--- src/rtl/intersection_controller.sv ---
// Two-way intersection sequencer: car-signal phase FSM, 1 s countdown and
// latched pedestrian requests feeding one walk enable per direction.
module intersection_controller #(
    parameter int CLK_PER_SEC  = 50_000_000,
    parameter int GREEN_TIME   = 60,
    parameter int YELLOW_TIME  = 4,
    parameter int ALL_RED_TIME = 2
) (
    input  logic       clk,
    input  logic       reset,
    input  logic       ped_request_ns,
    input  logic       ped_request_ew,
    output logic [2:0] ns_light,
    output logic [2:0] ew_light,
    output logic [6:0] master_timer,
    output logic       ns_walk_enable,
    output logic       ew_walk_enable,
    output logic       second_tick
);

    typedef enum logic [2:0] {
        NS_GREEN,
        NS_YELLOW,
        RED1,
        EW_GREEN,
        EW_YELLOW,
        RED2
    } state_t;

    localparam int              PS_W        = $clog2(CLK_PER_SEC);
    localparam logic [PS_W-1:0] PS_LAST     = PS_W'(CLK_PER_SEC - 1);
    localparam logic [6:0]      GREEN_LOAD  = 7'(GREEN_TIME - 1);
    localparam logic [6:0]      YELLOW_LOAD = 7'(YELLOW_TIME - 1);
    localparam logic [6:0]      RED_LOAD    = 7'(ALL_RED_TIME - 1);
    localparam logic [2:0]      LIGHT_RED   = 3'b100;
    localparam logic [2:0]      LIGHT_YEL   = 3'b010;
    localparam logic [2:0]      LIGHT_GRN   = 3'b001;

    state_t          state_reg;
    logic [PS_W-1:0] prescale_reg;
    logic            tick_reg;
    logic [6:0]      timer_reg;
    logic [2:0]      ns_light_reg;
    logic [2:0]      ew_light_reg;

    logic       tick_now;
    logic       advance;
    logic [1:0] ped_request;
    logic [1:0] enter_green;
    logic [1:0] leave_green;
    logic [1:0] in_green;
    logic [1:0] walk_vec;

    // The FSM acts in the same edge that raises second_tick, so the tick and
    // the timer/light change become visible together.
    assign tick_now    = (prescale_reg == PS_LAST);
    assign advance     = tick_now && (timer_reg == 7'd0);
    assign ped_request = {ped_request_ew, ped_request_ns};

    assign enter_green[0] = advance && (state_reg == RED2);
    assign enter_green[1] = advance && (state_reg == RED1);
    assign leave_green[0] = advance && (state_reg == NS_GREEN);
    assign leave_green[1] = advance && (state_reg == EW_GREEN);
    assign in_green[0]    = (state_reg == NS_GREEN);
    assign in_green[1]    = (state_reg == EW_GREEN);

    always_ff @(posedge clk) begin
        if (reset) begin
            prescale_reg <= '0;
            tick_reg     <= 1'b0;
        end else if (tick_now) begin
            prescale_reg <= '0;
            tick_reg     <= 1'b1;
        end else begin
            prescale_reg <= prescale_reg + 1'b1;
            tick_reg     <= 1'b0;
        end
    end

    always_ff @(posedge clk) begin
        if (reset) begin
            state_reg    <= RED2;
            timer_reg    <= RED_LOAD;
            ns_light_reg <= LIGHT_RED;
            ew_light_reg <= LIGHT_RED;
        end else if (tick_now) begin
            if (timer_reg != 7'd0) begin
                timer_reg <= timer_reg - 7'd1;
            end else begin
                case (state_reg)
                    RED2: begin
                        state_reg    <= NS_GREEN;
                        timer_reg    <= GREEN_LOAD;
                        ns_light_reg <= LIGHT_GRN;
                        ew_light_reg <= LIGHT_RED;
                    end
                    NS_GREEN: begin
                        state_reg    <= NS_YELLOW;
                        timer_reg    <= YELLOW_LOAD;
                        ns_light_reg <= LIGHT_YEL;
                        ew_light_reg <= LIGHT_RED;
                    end
                    NS_YELLOW: begin
                        state_reg    <= RED1;
                        timer_reg    <= RED_LOAD;
                        ns_light_reg <= LIGHT_RED;
                        ew_light_reg <= LIGHT_RED;
                    end
                    RED1: begin
                        state_reg    <= EW_GREEN;
                        timer_reg    <= GREEN_LOAD;
                        ns_light_reg <= LIGHT_RED;
                        ew_light_reg <= LIGHT_GRN;
                    end
                    EW_GREEN: begin
                        state_reg    <= EW_YELLOW;
                        timer_reg    <= YELLOW_LOAD;
                        ns_light_reg <= LIGHT_RED;
                        ew_light_reg <= LIGHT_YEL;
                    end
                    default: begin
                        state_reg    <= RED2;
                        timer_reg    <= RED_LOAD;
                        ns_light_reg <= LIGHT_RED;
                        ew_light_reg <= LIGHT_RED;
                    end
                endcase
            end
        end
    end

    // Index 0 is NS, index 1 is EW; both directions share identical request logic.
    genvar gi;
    generate
        for (gi = 0; gi < 2; gi++) begin : g_dir
            logic pend_reg;
            logic walk_reg;

            always_ff @(posedge clk) begin
                if (reset) begin
                    pend_reg <= 1'b0;
                    walk_reg <= 1'b0;
                end else if (enter_green[gi]) begin
                    // A press in the grant clk itself still earns the walk.
                    if (pend_reg || ped_request[gi]) begin
                        walk_reg <= 1'b1;
                        pend_reg <= 1'b0;
                    end
                end else begin
                    if (leave_green[gi]) begin
                        walk_reg <= 1'b0;
                    end
                    if (ped_request[gi] && !(in_green[gi] && walk_reg)) begin
                        pend_reg <= 1'b1;
                    end
                end
            end

            assign walk_vec[gi] = walk_reg;
        end
    endgenerate

    assign ns_light       = ns_light_reg;
    assign ew_light       = ew_light_reg;
    assign master_timer   = timer_reg;
    assign second_tick    = tick_reg;
    assign ns_walk_enable = walk_vec[0];
    assign ew_walk_enable = walk_vec[1];

endmodule

--- config.mk ---
export PLATFORM = sky130hd
export DESIGN_NAME = intersection_controller
export DESIGN_NICKNAME = d
export VERILOG_FILES = /design/src/rtl/intersection_controller.sv
export SDC_FILE = /design/constraint.sdc
export NUM_CORES = 1
export LEC_CHECK = 0
export ABC_AREA = 1
export BUFFER_PORTS_ARGS = -buffer_cell sky130_fd_sc_hd__buf_2
export CORE_MARGIN = 8
export CORE_UTILIZATION = 45
export DETAILED_ROUTE_END_ITERATION = 6
export PLACE_DENSITY = 0.63
export SETUP_SLACK_MARGIN = 0.2
export SYNTH_ARGS = -nofsm -noshare
export SYNTH_HDL_FRONTEND = slang
export SYNTH_SLANG_ARGS = --single-unit
--- constraint.sdc ---
create_clock -name clk -period 1.6 [get_ports clk]
set_input_delay 0.32 -clock clk [delete_from_list [all_inputs] [get_ports clk]]
set_output_delay 0.32 -clock clk [all_outputs]
set_load 0.02 [all_outputs]
==> Word level (Yosys, flattened, before mapping) <==
Cells that the tools add are included.
{ "word_totals": {"wordCells": 66, "n_memories": 0, "rom_bits": 0, "in_bits": 4, "latch_bits": 0, "register_bits": 47, "mem_bits_rw": 0, "out_inout_bits": 16} }
{ "classes": {"addsub": 2, "n_shift": 0, "eq_ne": 7, "reduce_logical": 28, "n_mul": 0, "div_mod_pow": 0, "n_bitwise": 1, "muxes": 18, "magnitude_cmp": 0} }
{ "op_table": {"columns": ["cell", "count"], "rows": [
  ["adder 26 x 1 -> 26 bit, second input constant", 1],
  ["== test 26 bit, second input constant", 1],
  ["one-hot mux 3 bit (5 select lines)", 1],
  ["two-way mux 1 bit", 13],
  ["one-hot mux 3 bit (2 select lines)", 2],
  ["one-hot mux 6 bit (2 select lines)", 1],
  ["AND reduction 2 bit", 5],
  ["logical AND 1 bit", 9],
  ["nonzero test 2 bit", 4],
  ["logical NOT 7 bit", 1],
  ["two-way mux 7 bit", 1],
  ["nonzero test 7 bit", 1],
  ["subtractor 7 x 1 -> 7 bit, second input constant", 1],
  ["== test 3 x 2 -> 1 bit, second input constant", 2],
  ["OR reduction 2 bit", 3],
  ["inequality test 2 x 1 -> 1 bit, second input constant", 2],
  ["== test 3 x 1 -> 1 bit, second input constant", 1],
  ["== test 3 bit, second input constant", 1],
  ["logical NOT 3 bit", 1],
  ["logical NOT 1 bit", 2],
  ["logical OR 1 bit", 2],
  ["inverter 1 bit", 1]
]} }

==> Logic depth before layout (Yosys ltp) <==
Gate-level depths: netlist of run 1.
{ "logic_depth": {"word_depth": 6, "depth_mapped": 10, "mapped_depth_nobuf": 10} }

==> Worst setup path after synthesis of run 1 <==
Ideal clock, no wire load.
{ "synth_path": {"kind": "register to register", "start": "register prescale_reg[0]", "end": "register prescale_reg[20]", "required_ps": 1486, "setup_time_ps": 114, "t_arrival_ps": 1427, "path_buffers": 0, "path_slack_ps": 58, "stages_incl_launch_ff": 10, "synth_period_minus_slack_ps": 1542, "path_cell_list": "dfxtp_1 -> ha_1 -> nand2_2 -> nor2_4 -> nand2_4 -> nor2_4 -> nand2_4 -> nor2_4 -> xor2_1 -> nor2_1"} }
{ "synth_via": {"elab_chain_cells": 2, "word_cells_on_any_way": 3} }
{ "synth_lines": {"columns": ["element", "line", "rtl"], "rows": [
  ["start: declaration", "40", "logic [PS_W-1:0] prescale_reg;"],
  ["start signal: assignment", "75", "prescale_reg <= prescale_reg + 1'b1;"],
  ["branches (longest 2 deep; another with adder 26 x 1 -> 26 bit)", null, null]
]} }
Parallel ways; which one is timed is not known.
A chain may end at the register's enable or synchronous reset.

==> Worst setup path after layout of run 1 <==
{ "layout_path": {"start": "register prescale_reg[18]", "end": "register prescale_reg[19]"} }
The elaborated chain is that of the path after synthesis.

==> metrics.yaml, run 1 <==
timing:
  layout_worst_path_cycle_share_pct: 97.6
  clock_skew_ns: 0.00580
  tightest_slew_ns: 0.317
  hold_viol_final: 0
  min_period_ns: 1.56
  fmax_ghz: 0.640
  fin_hold_ws_ns: 0.330
  final.setup.tns_ns: 0
  report.final.setup_viol: 0
  rsz0062_at_grt: "true"
  finalMaxSlewViolations: 0
  maxSlewHeadroom_pct: 78.8
clocking:
  htreeDepth: 2
  cts_num_sinks: 47
  clk_root_buffer_cell: "clkbuf_8"
  clock_path_buffers: 2
  insertion_delay_ns: 0.30
  numCtsBuffers: 5
  clk_pin_slew_ns: 0.08
  cts_tree: "done"
  hold_buffers: 0
finish:
  fillers: 548
  nets: 442
  final_util_pct: 60.3
  final_cells: 507
  layout_common_cells: "nand2_1 (82), inv_1 (43), nor2_1 (38)"
  largest_register_ff_count: 26
  diodes: 0
  drive_gt1_share_pct: 32.4
  mostFrequentLayoutCell: "nand2_1"
  syn_to_final_growth_pct: 29.4
pwr:
  power.total_w: 0.00206
  p_leak_nw: 1.39
  ir_worst_vdd_mv: 0.461
  power_density_nw_per_um2: 616
yosys:
  syn_nets: 387
  synth_compound_area_share_pct: 9.02
  synthArstFlopShare_pct: 0
  synth_xor_area_share_pct: 3.05
  synthFlopType: "dfxtp_1"
  ys_types: 33
  ys_ff_latch: 47
  postSynthCellCount: 380
  synth_top_family_by_area: "simple AND/OR/NAND/NOR gates"
  synth_top_area_share_pct: 36.5
  syn-cell-area_um2: 2580
  synth_simple_gate_area_share_pct: 40.5
  yosys.area.top_type: "dfxtp_1"
  ys_warn_count: 0
  synth_area_per_cell_um2: 6.79
  synthAdderAreaFrac_pct: 1.45
  muxShareOfSynthArea_pct: 0
  seq_area_frac_synth_pct: 36.5
  synth_edf_count: 0
  synth.area.top_cells: "dfxtp_1 (36%), nand2_1 (13%), inv_1 (7.3%)"
global_routing:
  grt_pass1_wl_um: 11200
  grt_pass1_vias: 2428
  antenna_found_initial: 0
  grt.overflow.total: 0
  track_usage_pct: 15.8
  grt_max_degree: 26
detailed_routing:
  drc: 0
  drt-initial-drc-count: 186
  routed-wl-met2_um: 3120
  first_pass_iters: 4
  via_per_inst: 5.03
  route.met3.wl_um: 270
  routed_wl_um: 6850
  met1Wirelength_um: 3380
  antenna_left: 0
  wl_per_cell_um: 13.5
  vias: 2552
  top_layer_used: "met4"
setup_path:
  ff2ff_path_depth: 9
  crit_arrival_ns: 1.75
  cp-endpoint: "prescale_reg[19]$_SDFF_PP0_"
  startpoint: "prescale_reg[18]$_SDFF_PP0_"
  cp-start-kind: "flop"
  end_kind: "flop"
  path_max_fanout: 12
  reg2reg_to: "prescale_reg[19]$_SDFF_PP0_"
  worstSetupPathType: "flop to flop"
  r2r_start: "prescale_reg[18]$_SDFF_PP0_"
  regToRegSetupSlack_ns: 0.04
  required_ns: 1.79
place:
  dp_cells: 482
  numPortBuffers: 19
  dp_hpwl_um: 4810
  gp_congestion: 0.875
die:
  fp.dieH_um: 91.7
  start_util_pct: 46.6
  rows: 27
  ios: 20
  dieArea_um2: 8420
  die_w_um: 91.7
  core-area_um2: 5540
run:
  maxCapViolations: 0
outcome:
  status: "completed"
worst_hold_path:
  hp-class: "input port to flop"
area by class of cell:
| cell class | instances | area, um2 | area share, % |
|---|---|---|---|
| multi-input cells | 273 | 1570 | 47.0 |
| clock buffers | 7 | 97.6 | 2.92 |
| inverters | 55 | 219 | 6.55 |
| flip-flops and latches | 47 | 961 | 28.8 |
| well taps | 72 | 90.1 | 2.70 |
| repair buffers | 51 | 384 | 11.5 |
| repair inverters | 2 | 20.0 | 0.599 |
what timing repair did:
action / in CTS / in global routing
gates cloned: 0 / 2
pin swaps: 9 / 6
resized for setup: 21 / 46
setup buffers: 8 / 8
endpoints found under the setup margin: 45 / 46
worst min-delay path by stage:
stage / from / end / slack (ns) / depth (start not counted)
floorplan: prescale_reg[5]$_SDFF_PP0_ / prescale_reg[5]$_SDFF_PP0_ / 0.44 / 1
global placement: ew_light[0]$_SDFFE_PP0N_ / ew_light[0]$_SDFFE_PP0N_ / 0.45 / 2
detailed placement: ew_light[2]$_SDFFE_PP1N_ / ew_light[2]$_SDFFE_PP1N_ / 0.45 / 2
CTS: reset / ew_walk_enable$_SDFFE_PP0P_ / 0.32 / 2
global route: reset / ew_walk_enable$_SDFFE_PP0P_ / 0.33 / 2
finish: reset / ew_walk_enable$_SDFFE_PP0P_ / 0.33 / 2
cells by family after synthesis:
logic type | after synthesis
AOI/OAI and AO/OA | 46
xor gates and xnor gates | 9
adders and majority gates | 3
buffers and inverters | 60
DFF | 47
and+or+nand+nor | 215
worst max-delay path: stages (launching register included):
cell and delay [ns]:
dfxtp_4 0.37, nor2_1 0.17, nand3_2 0.15, inv_1 0.10, nand2_2 0.07, nor2_4 0.17
nor2_4 0.08, buf_4 0.17, inv_8 0.11, a21oi_1 0.05
metal layers:
metal  track usage (%)  vias up
li1                  -     1326
met1              21.6     1168
met2              24.7       48
met3              3.18       10
met4              4.16        0
met5                 0        -
synth_stat cells, types with 7 or more instances:
cell,count
a21oi_1,20
nand2_1,89
inv_1,50
nor2_1,47
nand4_1,12
dfxtp_1,47
nand3_1,29
nor3_1,9
o21ai_0,24
nor2_4,8
xor2_1,7
metrics by stage:
step	worst slack [ns]	instance area, um2
2_1_floorplan	0.161	2630
5_1_grt	-0.0325	3340
3_3_place_gp	0.0524	2910
3_5_place_dp	-0.00248	2910
6_report	0.0381	3340
4_1_cts	0.0996	3120
power breakdown:
part	total, W	internal [W]	switching (W)
Clock	0.000783	0.000396	0.000388
Combinational	0.0000883	0.0000335	0.0000548
Sequential	0.00118	0.00118	0.00000816
Note: power is estimated with default switching activity, not from simulation.
==> run 2, diff against run 1 <==
- CORE_ASPECT_RATIO: not set -> 1.2
==> run 2 against run 1 <==
Compared with the run above:
- total power up 0.11%
- first-iteration DRC count decreased by 72%
- count of clock-buffer cells in the layout is 1 higher
- via count decreased by 0.31%
- sequential power about the same
- die area increased by 0.12%
- maximum frequency fell by 0.17%
- non-clock buffer count up 1
- global-route usage is 0.13 points higher
- register-to-register slack is essentially flat
- critical path depth did not move
==> metrics.yaml, run 2 (synthesis results as in run 1) <==
finish:
  final_cells: 499
  mostFrequentLayoutCell: "nand2_1"
  layout_common_cells: "nand2_1 (86), nor2_1 (46), inv_1 (45)"
  final_util_pct: 57.7
  regArea_um2: 951
  diodes: 0
  fillers: 544
  nets: 441
  largest_register_ff_count: 26
  drive_gt1_share_pct: 26.9
  syn_to_final_growth_pct: 25.1
  multi_input_area_um2: 1510
outcome:
  status: "completed"
place:
  dp_hpwl_um: 4880
  dp_worst_setup_slack_ns: 0.00428
  gp_congestion: 0.924
  dp_cells: 476
  numPortBuffers: 19
die:
  fp.dieH_um: 99.0
  rows: 30
  core-area_um2: 5590
  die_w_um: 85.1
  start_util_pct: 46.2
  ios: 20
  dieArea_um2: 8430
pwr:
  ir_worst_vdd_mv: 0.351
  p_leak_nw: 1.35
  power_density_nw_per_um2: 637
timing:
  hold_viol_final: 0
  clock_skew_ns: 0.00844
  min_period_ns: 1.56
  tightest_slew_ns: 0.376
  report.final.setup_viol: 0
  rsz0062_at_grt: "true"
  maxSlewHeadroom_pct: 74.9
  worst_slack_ns: 0.0355
  fmax_ghz: 0.639
  finalMaxSlewViolations: 0
  layout_worst_path_cycle_share_pct: 97.8
global_routing:
  antenna_found_initial: 0
  use_met3_pct: 3.16
  grtUsageMet2_pct: 30.2
  grt_max_degree: 15
  grt.overflow.total: 0
  grt_pass1_wl_um: 10900
  grt_pass1_vias: 2499
  track_usage_pct: 16.0
  grt.busiest_layer: "met2"
  grt_use_met1_pct: 16.6
setup_path:
  startpoint: "prescale_reg[0]$_SDFF_PP0_"
  cp-start-kind: "flop"
  ff2ff_path_depth: 9
  cp.depth: 9
  required_ns: 1.79
  path_delay_family: "simple AND/OR/NAND/NOR gates"
  worstSetupPathType: "flop to flop"
  crit_arrival_ns: 1.76
  cpPeakStageDelay_ns: 0.36
  path_max_fanout: 11
  cp_common_cell: "nor2_4"
  end_kind: "flop"
  r2r_start: "prescale_reg[0]$_SDFF_PP0_"
  path_cells: "ha_4 > nand2_4 > nor2_4 > nand3_2 > nor2_4 > nor2_4 > inv_4 > buf_12 > nor3b_1"
  cpMaxStageDelayCell: "dfxtp_4"
  path_buf_inv: 2
clocking:
  clk_root_buffer_cell: "clkbuf_8"
  clk_pin_slew_ns: 0.09
  cts_num_sinks: 47
  htreeDepth: 2
  cts_tree: "done"
  numCtsBuffers: 5
  clock_path_buffers: 2
  insertion_delay_ns: 0.30
run:
  maxCapViolations: 0
detailed_routing:
  first_pass_iters: 4
  via_per_inst: 5.10
  routed_wl_um: 6470
  drt-initial-drc-count: 52
  vias: 2544
  wl_per_cell_um: 13.0
  antenna_left: 0
  drc: 0
worst_hold_path:
  hold_start: "reset"
  hp-class: "input port to flop"
  hold_depth: 2
==> run 2: path summary, 6_finish.rpt <==
check                                 endpoint  slack (ns)
setup / recovery    prescale_reg[2]$_SDFF_PP0_        0.04
hold / removal    master_timer[6]$_SDFFE_PP0N_        0.42
setup reg to reg    prescale_reg[2]$_SDFF_PP0_        0.04
hold reg to reg       ew_light[1]$_SDFFE_PP0N_        0.47
==> run 2: report_power, final <==
part | internal, W | switching (W) | leakage [nW]
sequential | 0.00118 | 0.00000888 | 0.382
clock | 0.000395 | 0.000393 | 0.0515
combinational | 0.0000349 | 0.0000482 | 0.921
total | 0.00161 | 0.000450 | 1.35
==> run 2: layout make-up <==
class	count	area share (%)
clock buffers	8	3.10
inverters	55	6.47
multi-input cells	273	46.8
flip-flops and latches	47	29.4
well taps	64	2.48
repair buffers	52	11.7
==> run 2: worst reg2reg max path: cells and delay by family, from the launching register on <==
family	cells	cell delay, ns
and+or+nand+nor	6	0.69
DFF	1	0.36
buffers and inverters	2	0.28
adders and majority gates	1	0.14
==> run 2: timing repair <==
| action | 4_1_cts | 5_1_grt |
|---|---|---|
| endpoints found under the setup margin | 46 | 47 |
| gates resized for setup | 12 | 26 |
| pin swaps | 7 | 12 |
| hold buffers | 0 | 0 |
| cloned | 0 | 0 |
| setup buffers | 13 | 2 |
==> run 2: through the flow <==
stage / cell area, um2 / hold WS, ns / setup TNS [ns] / power, W
global placement: 2930 / 0.449 / 0 / 0.00129
detailed placement: 2930 / 0.452 / 0 / 0.00129
CTS: 3160 / 0.403 / 0 / 0.00208
global route: 3230 / 0.426 / -0.936 / 0.00215
floorplan: 2630 / 0.443 / 0 / 0.00126
finish: 3230 / 0.417 / 0 / 0.00206
==> run 2: metal layers <==
metal	up-vias	part of all wire, %
met5	-	0
met4	0	1.7
met3	12	4.1
met2	41	54
met1	1169	41
li1	1322	-
